**config.mk**
```make
export PLATFORM = sky130hd
export DESIGN_NAME = spm_seq_ctrl
export DESIGN_NICKNAME = d
export VERILOG_FILES = /design/src/rtl/spm_seq_ctrl.sv
export SDC_FILE = /design/constraint.sdc
export NUM_CORES = 1
export LEC_CHECK = 0
export BUFFER_PORTS_ARGS = -buffer_cell sky130_fd_sc_hd__buf_4
export CORE_ASPECT_RATIO = 1.75
export CORE_MARGIN = 3
export CORE_UTILIZATION = 30
export DETAILED_ROUTE_END_ITERATION = 8
export REMOVE_ABC_BUFFERS = 1
export SETUP_SLACK_MARGIN = 0.2
export SLEW_MARGIN = 30
export SYNTH_ARGS = -nofsm -noshare
export SYNTH_HDL_FRONTEND = slang
export SYNTH_SLANG_ARGS = --single-unit
```
**constraint.sdc**
```tcl
create_clock -name clk -period 2.6 [get_ports clk]
set_input_delay 0.13 -clock clk [delete_from_list [all_inputs] [get_ports clk]]
set_output_delay 0.13 -clock clk [all_outputs]
set_load 0.01 [all_outputs]
```
**src/rtl/spm_seq_ctrl.sv**
```systemverilog
// Sequencer for a serial-parallel multiplier: feeds the multiplier LSB first,
// flushes the CSA carries with zeros and reassembles the 2*WIDTH-bit product.
module spm_seq_ctrl #(
  parameter int WIDTH = 32,
  parameter int P_DLY = 1
) (
  input  logic               clk,
  input  logic               rst,
  input  logic               req_valid,
  output logic               req_ready,
  input  logic [WIDTH-1:0]   req_a,
  input  logic [WIDTH-1:0]   req_b,
  output logic [WIDTH-1:0]   spm_x,
  output logic               spm_y,
  output logic               spm_clr,
  input  logic               spm_p,
  output logic               res_valid,
  input  logic               res_ready,
  output logic [2*WIDTH-1:0] res_p,
  output logic               busy
);

  localparam int PW      = 2 * WIDTH;
  localparam int RUN_LEN = PW + P_DLY;
  localparam int CW      = $clog2(RUN_LEN + 1);

  typedef enum logic [1:0] {IDLE, CLEAR, RUN, DONE} state_t;

  state_t          state, state_nx;
  logic [CW-1:0]   count;
  logic [WIDTH-1:0] x_reg;
  logic [WIDTH-1:0] y_sh;
  logic [PW-1:0]   p_sh;
  logic            last_run;
  logic            capture;

  assign last_run = (count == CW'(RUN_LEN - 1));
  // The spm output lags spm_y by P_DLY cycles, so capture starts late and runs on past the flush.
  assign capture  = (count >= CW'(P_DLY));

  assign spm_x = x_reg;
  assign res_p = p_sh;
  assign busy  = (state != IDLE);

  always_comb begin
    state_nx  = state;
    req_ready = 1'b0;
    spm_clr   = 1'b1;
    spm_y     = 1'b0;
    res_valid = 1'b0;
    case (state)
      IDLE: begin
        req_ready = 1'b1;
        if (req_valid) state_nx = CLEAR;
      end
      CLEAR: state_nx = RUN;
      RUN: begin
        spm_clr = 1'b0;
        spm_y   = y_sh[0];
        if (last_run) state_nx = DONE;
      end
      DONE: begin
        res_valid = 1'b1;
        if (res_ready) state_nx = IDLE;
      end
      default: state_nx = IDLE;
    endcase
  end

  always_ff @(posedge clk) begin
    if (rst) begin
      state <= IDLE;
      count <= '0;
      x_reg <= '0;
      y_sh  <= '0;
      p_sh  <= '0;
    end else begin
      state <= state_nx;
      case (state)
        IDLE: begin
          if (req_valid) begin
            x_reg <= req_a;
            y_sh  <= req_b;
            p_sh  <= '0;
            count <= '0;
          end
        end
        RUN: begin
          y_sh  <= y_sh >> 1;
          count <= count + CW'(1);
          if (capture) p_sh <= {spm_p, p_sh[PW-1:1]};
        end
        default: ;
      endcase
    end
  end

endmodule
```
======== Word-level counts from Yosys, hierarchy flattened ========
Cells that the tools add are included.
Widths: inputs -> output; s select.
storage, ports and cells
  logic and storage cells ................. 37
  register bits ........................... 137
operators by class
  mux-type cells .......................... 15
  equal/unequal tests ..................... 8
  reduce and logical (&&, ||, !) cells .... 7
  $lt $le $gt $ge ......................... 1
  add/subtract/negate cells ............... 1
operators by type and width
  cell                 number
  $mux 64              2
  $pmux 64 s2          1
  $pmux 32 s2          1
  $mux 32              1
  $pmux 7 s2           1
  $ne 2x2->1 const B   4
  $pmux 2 s4           1
  $add 7x1->7 const B  1
  $eq 7x7->1 const B   1
  $ge 7x1->1 const B   1
  $mux 7               1
  $mux 2               3
  $reduce_and 3->1     2
  $eq 2x2->1 const B   2
  $mux 1               4
  $reduce_and 2->1     2
  $reduce_bool 2->1    2
  $eq 2x1->1 const B   1
  $logic_not 2->1      1

======== Logic depth before layout (Yosys ltp) ========
  depth in word-level cells ............... 3
  gate-level depth with buffers ........... 8
  mapped depth without buffers ............ 6

======== Worst setup path before layout ========
No wires, ideal clock.
  path type ............................... register -> register
  start point ............................. reg count[1]
  end point ............................... reg p_sh[22], in the netlist res_p[22]
  library setup time ...................... 57 ps
  path buffers ............................ 2
  cell stages (with the launch flop) ...... 9
  slack ................................... 598 ps
  required time ........................... 2543 ps
  arrival ................................. 1945 ps
  path through ............................ dfxtp_1 -> inv_1 -> ha_1 -> or4b_1 -> o31ai_4 -> and2_4 -> buf_12 -> buf_12 -> a22o_2
on the way
  cells in the longest elaborated chain, start to end .. 3
ends and longest elaborated chain
  item                        line  source
  start, declared             30    logic [CW-1:0] count;
  start signal, assigned      90    count <= count + CW'(1);
  $ge 7x1->1                  39    assign capture = (count >= CW'(P_DLY));
  $ne 2x2->1 (no line)        -
  $reduce_and 3->1 (no line)  -
  end signal, assigned        91    if (capture) p_sh <= {spm_p, p_sh[PW-1:1]};
  end, declared               33    logic [PW-1:0] p_sh;
No other way between the ends.
A chain may end at the register's enable or synchronous reset.

======== Final worst setup path ========
  start point ............................. reg state[0]
  end point ............................... reg count[6]
on the way
  cells in the longest elaborated chain, start to end .. 3
ends and longest elaborated chain
  item                                                              line  source
  start, declared                                                   29    state_t state, state_nx;
  start signal, assigned                                            78    state <= state_nx;
  $eq 2x2->1 / $logic_not 2->1 (equally long branches)              79    case (state)
  $reduce_bool 2->1 (no line) / $ne 2x2->1 (equally long branches)  -
  $reduce_and 2->1 (no line)                                        -
Several ways; a longest one is shown, not always the timed one.

==> results.sh <==
export IMPL_rsz0062_at_grt="false"
export IMPL_post_cts_resize_count=0
export IMPL_worst_hold_path_endpoint="y_sh[25]$_SDFFE_PP0P_"
export IMPL_critical_path_max_fanout=67
export IMPL_setup_reg_to_reg_worst_slack_ns=0.39
export IMPL_worst_hold_path_type="input port to flop"
export IMPL_clock_tree_htree_level_count=4
export IMPL_fp_dieW_um=105
export IMPL_ys_types=35
export IMPL_hold_path_cell_count=3
export IMPL_period_needed_ns=2.21
export IMPL_worst_r2r_endpoint="count[6]$_SDFFE_PP0P_"
export IMPL_maxSlewHeadroom=0.584
export IMPL_number_of_synthesized_flops_with_an_enable_pin=0
export IMPL_xor_xnor_fraction_of_synth_area=0.00856
export IMPL_route_vias_total=4411
export IMPL_instances_no_fill=923
export IMPL_min_delay_start="req_b[25]"
export IMPL_comb_power_share=0.250
export IMPL_synth_sequential_area_ratio=0.536
export IMPL_route_detailed_vias_per_inst=4.78
export IMPL_outcome="finished clean"
export IMPL_report_final_slew_viol_count=0
export IMPL_worstMarginPinSlew_ns=0.624
export IMPL_grt_antenna_before_repair=0
export IMPL_wire_length_of_the_first_global_routing_pass_um=22100
export IMPL_dp_hpwl_um=9430
export IMPL_wl_per_cell_um=14.9
export IMPL_cts_made_buffers=17
export IMPL_synthAdderAreaFrac=0.0171
export IMPL_layout_drive_gt1_share=0.336
export IMPL_pwr_density_cell_nw_per_um2=917
export IMPL_cts_root_buffer_cell="sky130_fd_sc_hd__clkbuf_16"
export IMPL_fp_dieArea_um2=18700
export IMPL_grtUsageTotal=0.145
export IMPL_first_pass_iters=4
export IMPL_timing_final_hold_violations=0
export IMPL_overflow=0
export IMPL_path_class="flop to flop"
export IMPL_share_seq_of_total_power=0.367
export IMPL_synthesis_yosys_warnings=0
export IMPL_post_synth_instance_area_um2=5120
export IMPL_final_total_negative_setup_slack_ns=0
export IMPL_synth_compound_area_share=0.206
export IMPL_flow_area_growth_from_synthesis_pct=45.9
export IMPL_place_gp_congestion=0.738
export IMPL_synth_avg_cell_area_um2=10.4
export IMPL_postRouteAntennaNets=0
export IMPL_cap_viol_max_count=0
export IMPL_numPortBuffers=169
export IMPL_grt_max_degree=68
export IMPL_fin_crit_sh=0.849
export IMPL_cts_tree="yes"
export IMPL_drc=0
export IMPL_synth_async_sr_flop_share=0
export IMPL_die_h_um=179
export IMPL_total_number_of_nets_in_the_final_design=762
export IMPL_cell_internal_pwr_mw=4.73
export IMPL_timing_critical_path_arrival_ns=2.49
export IMPL_irDropWorstVdd_mv=0.489
export IMPL_synth_seq_cells=137
export IMPL_element_type_at_the_critical_path_start="flop"
export IMPL_largest_area_contributor_in_the_synthesized_netlist="sky130_fd_sc_hd__dfxtp_1"
export IMPL_stdcell_area_um2=7470
export IMPL_setup_violations=0
export IMPL_yosys_area_share_simple=0.103
export IMPL_grt_pass1_vias=4470
export IMPL_swShare=0.310
export IMPL_dpl_instance_area_um2=6490
export IMPL_cts_path_max_buffers=2
export IMPL_clkLatencyLatePin_ns=0.41
export IMPL_total_leakage_power_nw=3.17
export IMPL_clock_fmax_mhz=453
export IMPL_core_area_um2=16600
export IMPL_setup_crit_end_kind="flop"
export IMPL_switching_power_mw=2.12
export IMPL_cts_clk_slew_worst_paths_ns=0.06
export IMPL_ys_top_cells_by_area="sky130_fd_sc_hd__dfxtp_1 (54%), sky130_fd_sc_hd__a22o_1 (7.2%), sky130_fd_sc_hd__mux2i_1 (6.3%)"
export IMPL_clockPowerShare=0.383
export IMPL_first_iteration_detailed_routing_drc_count=133
export IMPL_boundaryPins=170
export IMPL_starting_density_of_the_core=0.308
export IMPL_multiplexer_share_of_the_synthesized_area=0.0648
export IMPL_post_synth_inst_count=493
export IMPL_drt_total_wl_um=13700
export IMPL_row_count=62
export IMPL_dp_cells=857
export IMPL_antenna_diodes=0
export IMPL_worst_endpoint_required_ns=2.88
export IMPL_synth_top_cell_area_share=0.536
export IMPL_clock_skew_final_ns=0.0101
export IMPL_ff2ff_path_depth=7
export IMPL_r2r_start="state[0]$_SDFFE_PP0P_"
export IMPL_clkSinkCount=137
export IMPL_dominant_combinational_cell_family_by_area_after_synthesis="compound AO/OA/AOI/OAI gates"
export IMPL_ys_dominant_reg_cell="sky130_fd_sc_hd__dfxtp_1"
## cell usage in the layout, fill, tap and decap left out, types with 19 or more instances in the layout
cell,instances
sky130_fd_sc_hd__a22o_2,19
sky130_fd_sc_hd__a21oi_1,35
sky130_fd_sc_hd__buf_4,176
sky130_fd_sc_hd__mux2i_1,32
sky130_fd_sc_hd__nor2_1,38
sky130_fd_sc_hd__a211oi_1,32
sky130_fd_sc_hd__dlygate4sd3_1,34
sky130_fd_sc_hd__a22o_1,42
sky130_fd_sc_hd__nand2_1,73
sky130_fd_sc_hd__dfxtp_1,137
## layout make-up
cell class / count / area (µm²)
inverter: 8 / 30.0
sequential: 137 / 2740
multi-input combinational: 309 / 2050
clock inverter: 14 / 210
clock buffer: 18 / 429
tap: 224 / 280
timing repair buffer: 213 / 1720
fill: 1613 / 9140
## through the flow
| stage | util | setup slack, ns | hold WS [ns] | power (mW) |
|---|---|---|---|---|
| finish | 0.450 | 0.391 | 0.0608 | 6.85 |
| detailed placement | 0.391 | 0.374 | 0.386 | 4.25 |
| floorplan | - | -2.49 | 0.199 | 3.58 |
| global route | 0.450 | 0.202 | 0.0574 | 7.25 |
| global placement | 0.391 | 0.477 | 0.378 | 4.20 |
| CTS | 0.450 | 0.350 | 0.0471 | 6.94 |
## cells in the mapped netlist (all sizes together) (2+ instances only)
master	n
dfxtp	137
nand2	73
a22o	61
nor2	38
a21oi	35
a211oi	32
mux2i	32
clkbuf	22
buf	17
inv	8
ha	7
o21ai	4
xor2	4
and2	3
nand3	3
a32oi	2
and3	2
nand4	2
## logic make-up after synthesis
group,Yosys count
compound gates,137
fa+ha+maj,7
xor+xnor,5
mux,33
simple gates,127
flops,137
buf+inv,47
## worst max-delay path by stage
| stage | startpoint | endpoint | slack [ns] | cells after the start |
|---|---|---|---|---|
| 3_5_place_dp | state[0]$_SDFFE_PP0P_ | count[6]$_SDFFE_PP0P_ | 0.37 | 8 |
| 6_report | state[0]$_SDFFE_PP0P_ | count[6]$_SDFFE_PP0P_ | 0.39 | 7 |
| 2_1_floorplan | state[0]$_SDFFE_PP0P_ | res_p[1]$_SDFFE_PP0P_ | -2.49 | 6 |
| 5_1_grt | state[0]$_SDFFE_PP0P_ | count[6]$_SDFFE_PP0P_ | 0.20 | 7 |
| 4_1_cts | state[0]$_SDFFE_PP0P_ | count[6]$_SDFFE_PP0P_ | 0.35 | 7 |
| 3_3_place_gp | state[0]$_SDFFE_PP0P_ | count[6]$_SDFFE_PP0P_ | 0.48 | 8 |
## power groups by stage
stage	Sequential (mW)	Combinational (mW)	Clock (mW)
floorplan	2.56	1.02	0
global placement	2.55	1.65	0
detailed placement	2.56	1.69	0
CTS	2.52	1.74	2.69
global route	2.54	1.91	2.79
finish	2.51	1.71	2.62
## critical path, cell delays in order, from the launching register on
cell and delay [ns]:
sky130_fd_sc_hd__dfxtp_1 0.36, sky130_fd_sc_hd__inv_1 0.09, sky130_fd_sc_hd__ha_1 0.29, sky130_fd_sc_hd__mux2_2 0.30, sky130_fd_sc_hd__buf_4 0.52, sky130_fd_sc_hd__nand4_1 0.21, sky130_fd_sc_hd__xnor2_1 0.17, sky130_fd_sc_hd__nor2b_1 0.13
## flip-flops by register name, summed over array words and instances (netlist names)
signal and cells:
spm_x 32, res_p 64, y_sh 32, state 2, count 7
## metal layers
layer / share of wire / GRT usage
met3: 0.061 / 0.0429
met5: 0 / 0
met4: 0.019 / 0.0575
met2: 0.51 / 0.255
met1: 0.41 / 0.166
## timing repair
item / 4_1_cts / 5_1_grt
hold endpoints to repair: 34 / 0
hold buffers: 34 / 0
setup buffers: 0 / 0
No activity file was read; power rests on OpenSTA's default activity.
